**src/rtl/sync_fifo_flex_if.sv**
```systemverilog
// Handshake and status bundle for sync_fifo_flex.
// The FIFO attaches through the slave modport and the user logic through the master modport.
interface sync_fifo_flex_if #(
    parameter int DATA_WIDTH = 8,
    parameter int ADDR_WIDTH = 4
);
    logic [DATA_WIDTH-1:0] wdata;
    logic                  winc;
    logic                  wfull;
    logic                  walmost_full;
    logic                  rinc;
    logic [DATA_WIDTH-1:0] rdata;
    logic                  rempty;
    logic                  ralmost_empty;
    logic [ADDR_WIDTH:0]   count;
    logic                  clr_err;
    logic                  overflow;
    logic                  underflow;

    modport master (
        output wdata, winc, rinc, clr_err,
        input  wfull, walmost_full, rdata, rempty, ralmost_empty, count, overflow, underflow
    );

    modport slave (
        input  wdata, winc, rinc, clr_err,
        output wfull, walmost_full, rdata, rempty, ralmost_empty, count, overflow, underflow
    );
endinterface

```
**src/rtl/sync_fifo_flex.sv**
```systemverilog
// Parametrised single-clock FIFO with an optional first-word-fall-through read,
// almost-full/almost-empty thresholds, an occupancy count and sticky error flags.
module sync_fifo_flex #(
    parameter int DATA_WIDTH    = 8,
    parameter int ADDR_WIDTH    = 4,
    parameter int FWFT          = 0,
    parameter int AFULL_THRESH  = 2**ADDR_WIDTH - 2,
    parameter int AEMPTY_THRESH = 2
) (
    input logic              clk,
    input logic              rst,
    sync_fifo_flex_if.slave  bus
);
    localparam int DEPTH = 2**ADDR_WIDTH;
    localparam logic [ADDR_WIDTH:0] AFULL_LV  = (ADDR_WIDTH+1)'(AFULL_THRESH);
    localparam logic [ADDR_WIDTH:0] AEMPTY_LV = (ADDR_WIDTH+1)'(AEMPTY_THRESH);

    generate
        if (ADDR_WIDTH < 1 || AEMPTY_THRESH >= AFULL_THRESH || AFULL_THRESH > DEPTH) begin : g_bad_params
            $fatal(1, "sync_fifo_flex: illegal ADDR_WIDTH/AFULL_THRESH/AEMPTY_THRESH combination");
        end
    endgenerate

    logic [DATA_WIDTH-1:0] mem [DEPTH];
    logic [ADDR_WIDTH:0]   wptr;
    logic [ADDR_WIDTH:0]   rptr;
    logic [ADDR_WIDTH:0]   count;
    logic                  full;
    logic                  empty;
    logic                  wr_en;
    logic                  rd_en;
    logic                  overflow_q;
    logic                  underflow_q;

    // Extra pointer MSB tells full from empty when the low address bits match.
    assign count = wptr - rptr;
    assign full  = (wptr[ADDR_WIDTH] != rptr[ADDR_WIDTH]) &&
                   (wptr[ADDR_WIDTH-1:0] == rptr[ADDR_WIDTH-1:0]);
    assign empty = (wptr == rptr);
    assign wr_en = bus.winc && !full && !rst;
    assign rd_en = bus.rinc && !empty;

    assign bus.count         = count;
    assign bus.wfull         = full;
    assign bus.rempty        = empty;
    assign bus.walmost_full  = (count >= AFULL_LV);
    assign bus.ralmost_empty = (count <= AEMPTY_LV);
    assign bus.overflow      = overflow_q;
    assign bus.underflow     = underflow_q;

    always_ff @(posedge clk) begin
        if (wr_en) begin
            mem[wptr[ADDR_WIDTH-1:0]] <= bus.wdata;
        end
    end

    always_ff @(posedge clk or posedge rst) begin
        if (rst) begin
            wptr <= '0;
            rptr <= '0;
        end else begin
            if (wr_en) begin
                wptr <= wptr + 1'b1;
            end
            if (rd_en) begin
                rptr <= rptr + 1'b1;
            end
        end
    end

    // A new error event in the same cycle as clr_err keeps the flag set.
    always_ff @(posedge clk or posedge rst) begin
        if (rst) begin
            overflow_q  <= 1'b0;
            underflow_q <= 1'b0;
        end else begin
            if (bus.winc && full) begin
                overflow_q <= 1'b1;
            end else if (bus.clr_err) begin
                overflow_q <= 1'b0;
            end
            if (bus.rinc && empty) begin
                underflow_q <= 1'b1;
            end else if (bus.clr_err) begin
                underflow_q <= 1'b0;
            end
        end
    end

    generate
        if (FWFT != 0) begin : g_fwft
            assign bus.rdata = mem[rptr[ADDR_WIDTH-1:0]];
        end else begin : g_std
            logic [DATA_WIDTH-1:0] rdata_q;

            always_ff @(posedge clk or posedge rst) begin
                if (rst) begin
                    rdata_q <= '0;
                end else if (rd_en) begin
                    rdata_q <= mem[rptr[ADDR_WIDTH-1:0]];
                end
            end

            assign bus.rdata = rdata_q;
        end
    endgenerate
endmodule

```
**src/flat_wrapper.sv**
```systemverilog
// flat-port wrapper written by rule: the top's interface ports become plain ports
module sync_fifo_flex_flat 
#(
    parameter int DATA_WIDTH    = 8,
    parameter int ADDR_WIDTH    = 4,
    parameter int FWFT          = 0,
    parameter int AFULL_THRESH  = 2**ADDR_WIDTH - 2,
    parameter int AEMPTY_THRESH = 2
)
  (clk, rst, bus_wdata, bus_winc, bus_rinc, bus_clr_err, bus_wfull, bus_walmost_full, bus_rdata, bus_rempty, bus_ralmost_empty, bus_count, bus_overflow, bus_underflow);
  sync_fifo_flex_if #(.DATA_WIDTH(DATA_WIDTH), .ADDR_WIDTH(ADDR_WIDTH)) bus_i ();
  input logic clk;
  input logic rst;
  input wire logic [$bits(bus_i.wdata)-1:0] bus_wdata;
  input wire logic [$bits(bus_i.winc)-1:0] bus_winc;
  input wire logic [$bits(bus_i.rinc)-1:0] bus_rinc;
  input wire logic [$bits(bus_i.clr_err)-1:0] bus_clr_err;
  output wire logic [$bits(bus_i.wfull)-1:0] bus_wfull;
  output wire logic [$bits(bus_i.walmost_full)-1:0] bus_walmost_full;
  output wire logic [$bits(bus_i.rdata)-1:0] bus_rdata;
  output wire logic [$bits(bus_i.rempty)-1:0] bus_rempty;
  output wire logic [$bits(bus_i.ralmost_empty)-1:0] bus_ralmost_empty;
  output wire logic [$bits(bus_i.count)-1:0] bus_count;
  output wire logic [$bits(bus_i.overflow)-1:0] bus_overflow;
  output wire logic [$bits(bus_i.underflow)-1:0] bus_underflow;
  assign bus_i.wdata = bus_wdata;
  assign bus_i.winc = bus_winc;
  assign bus_i.rinc = bus_rinc;
  assign bus_i.clr_err = bus_clr_err;
  assign bus_wfull = bus_i.wfull;
  assign bus_walmost_full = bus_i.walmost_full;
  assign bus_rdata = bus_i.rdata;
  assign bus_rempty = bus_i.rempty;
  assign bus_ralmost_empty = bus_i.ralmost_empty;
  assign bus_count = bus_i.count;
  assign bus_overflow = bus_i.overflow;
  assign bus_underflow = bus_i.underflow;
  sync_fifo_flex #(.DATA_WIDTH(DATA_WIDTH), .ADDR_WIDTH(ADDR_WIDTH), .FWFT(FWFT), .AFULL_THRESH(AFULL_THRESH), .AEMPTY_THRESH(AEMPTY_THRESH)) u_core (.clk(clk), .rst(rst), .bus(bus_i));
endmodule
```
**config.mk**
```make
export PLATFORM = sky130hd
export DESIGN_NAME = sync_fifo_flex_flat
export DESIGN_NICKNAME = d
export VERILOG_FILES = /design/src/rtl/sync_fifo_flex_if.sv /design/src/rtl/sync_fifo_flex.sv /design/src/flat_wrapper.sv
export SDC_FILE = /design/constraint.sdc
export NUM_CORES = 1
export LEC_CHECK = 0
export CAP_MARGIN = 5
export CORE_AREA = 2 2 145 147
export DETAILED_ROUTE_END_ITERATION = 8
export DIE_AREA = 0 0 147 149
export HOLD_SLACK_MARGIN = 0.1
export PLACE_DENSITY = 0.42
export SYNTH_ARGS = -nofsm -noshare
export SYNTH_HDL_FRONTEND = slang
export SYNTH_SLANG_ARGS = --single-unit
```
**constraint.sdc**
```tcl
create_clock -name clk -period 3.1 [get_ports clk]
set_input_delay 0.62 -clock clk [delete_from_list [all_inputs] [get_ports clk]]
set_output_delay 0.62 -clock clk [all_outputs]
set_load 0.05 [all_outputs]
```
==> out/results.ini, run 1 <==
[grt]
grt_pass1_wl_um=20400
grt_pass1_vias=3259
grtUsageTotal=0.131
antenna_found_initial=0
grt_max_degree=36
grt_overflow=0

[pwr]
p_total_mw=8.31
powerDensity_nw_per_um2=1120
vdd.ir_drop.worst_uv=526
power.leakage_nw=2.48

[sta]
worst_pin_slew_ps=780
fin_ws_ps=97.5
setup_viol_count_final=0
max_freq_mhz=333
min_period_ps=3000
maxSlewViolCount=0
relSlewSlack=0.478
fin_crit_sh=0.969
skew_ps=6.54
hold_viol=0

[routing]
highest_layer=met4
wl_met2_um=6880
via_count=3048
met1_length_um=5800
drcViolationCount=0
vias_per_cell=4.58
first_pass_iters=4
antenna_left=0
wl_met3_um=575
post_drt_wl_per_cell_um=20.2
first_iter_violations=178
wirelength_um=13500

[placed_design]
place_congestion=0.717
portBuffers=31
dp_hpwl_um=8650
dpl_worst_slack_ps=283

[synth]
synthDominantCellAreaShare=0.642
yosys.area.top_type=edfxtp_1
netlist_area_um2=5990
ys.flop_type=edfxtp_1
syn_avg_cell_area_um2=18.8
synth_cells=319
ys_ff_latch=148
seq_area_frac_synth=0.725
ys_types=31
yosysWarnings=0
synthTopCellsByArea=edfxtp_1 64%, mux4_2 12%, dfrtp_1 8.4%, ha_1 1.9%, mux2_2 1.5%
synth_edf_count=128
synth_nets=342
async_flop_share=0.135

[clocking]
cts_buffer_depth=2
cts_tree=done
clock-sinks=148
cts-htree-levels=4
clk_pin_slew_ps=60
insertion_delay_ps=420
cts_buffers=17
ctsHoldBuffers=0
cts_root_buf=clkbuf_16

[job]
drv_cap=0

[critical_path]
end_kind=primary output
slowest_delay_ps=400
worst_ep_arrival_time_ps=2380
cp_cell_sequence=inv_2 -> ha_4 -> inv_1 -> fa_2 -> a21o_1 -> a21oi_4 -> xnor2_4 -> a41o_1 -> buf_12
cp_num_buf_inv=3
worstPathMaxFanout=3
critPathTopFamily=compound AO/OA/AOI/OAI gates
crit_required_ps=2480
cp_slowest_cell=dfrtp_1
path_class=register to primary output
worst_setup_path_start_kind=register

[worst_hold_path]
hold_class=register to register

[cells_and_area]
mostFrequentLayoutCells=128 x edfxtp_1, 32 x mux4_2, 24 x buf_4
syn_to_final_growth_pct=24.4
final_common_cell=edfxtp_1
final_nets=401
final_util=0.362
n_antenna_cell=0
drive_above_1_share=0.286

[floorplanning]
initial_core_util=0.291
placeableCoreArea_um2=20600
io_pins=32
fp.dieW_um=147
die-area_um2=21900
std_cell_rows=53
die_h_um=149

[status]
outcome=finished, final reports clean

path summary, 6_finish.rpt:
path | start | end | slack, ps | depth (start not counted)
setup / recovery | u_core.wptr[0] | bus_walmost_full | 100 | 9
hold / removal | u_core.bus.overflow | u_core.bus.overflow | 520 | 2
setup reg to reg | u_core.rptr[3] | u_core.mem[10][1] | 620 | 7
hold reg to reg | u_core.bus.overflow | u_core.bus.overflow | 520 | 2
max in group asynchronous | rst | u_core.rptr[2] | 2260 | 3
min in group asynchronous | rst | u_core.bus.overflow | 600 | 3
state kept, by name, indices dropped and copies added, names as in the netlist:
signal / cells
u_core.wptr: 5
u_core.bus.overflow: 1
u_core.bus.rdata: 8
u_core.mem: 128
u_core.rptr: 5
u_core.bus.underflow: 1
routing by layer:
layer / vias to the layer above / GRT usage
met4: 0 / 0.0500
met2: 67 / 0.224
li1: 1386 / -
met1: 1581 / 0.163
met3: 14 / 0.0297
met5: - / 0
power by group:
part / leakage (nW) / internal (mW) / switching (mW)
Clock: 0.263 / 1.13 / 0.820
Sequential: 1.39 / 2.38 / 0.161
Combinational: 0.829 / 1.69 / 2.12
stage by stage:
step	instance area [µm²]	instances	hold slack, ps	setup TNS [ps]
final	7450	666	524	0
after global routing	7450	666	570	-0.234
after CTS	7420	664	531	0
after detailed placement	6840	632	519	0
after global placement	6840	632	518	0
after floorplan	6030	319	501	0
synthesized netlist by cell type (all sizes together) (3+ instances only):
cell type / n
o22ai: 8
mux2: 8
clkbuf: 5
ha: 9
nand4: 5
edfxtp: 128
nand2: 10
inv: 11
a211oi: 9
nor3: 4
a21oi: 9
xnor2: 9
xor2: 3
buf: 10
nor2: 13
dfrtp: 20
and2: 9
mux4: 32
o21ai: 5
cell type report:
class	instances	area [µm²]
multi-input combinational	145	1580
sequential	148	4350
inverter	11	41.3
timing repair buffer	55	571
fill	1939	13100
tap	275	344
clock buffer	19	443
clock inverter	13	125
kinds of logic (layout without fill, tap and decap cells):
kind of cell | after synthesis | after routing | synth area share
multiplexers | 40 | 40 | 0.135
flip-flops | 148 | 148 | 0.725
AO/OA/AOI/OAI | 38 | 38 | 0.0410
AND/OR/NAND/NOR | 45 | 45 | 0.0366
XOR/XNOR | 12 | 12 | 0.0176
adder cells (fa/ha/maj) | 10 | 10 | 0.0221
buffers and inverters | 26 | 98 | 0.0219
worst register-to-register path, cell delays in order, from the launching register on:
cell	delay [ps]
dfrtp_1	370
inv_1	220
ha_1	350
nand4_1	240
o211a_1	350
nand2_1	170
nor2_1	270
buf_4	230
timing repair:
item                                    in CTS  in global routing
endpoints found under the setup margin       2                  2
setup buffers                                0                  2
cloned                                       0                  0
pin swaps                                    1                  2
hold endpoints to repair                     0                  0
gates resized for setup                      3                  3
(Power assumes the default switching activity.)
==> inputs of run 2 (changes only) <==
--- a/config.mk
+++ b/config.mk
@@ -9,7 +9,7 @@
 export CORE_AREA = 2 2 145 147
 export DETAILED_ROUTE_END_ITERATION = 8
 export DIE_AREA = 0 0 147 149
-export HOLD_SLACK_MARGIN = 0.1
+export HOLD_SLACK_MARGIN = 0.15
 export PLACE_DENSITY = 0.42
 export SYNTH_ARGS = -nofsm -noshare
 export SYNTH_HDL_FRONTEND = slang
==> results of run 2 <==
No change in the layout: final DEF, timing and power equal those of run 1.
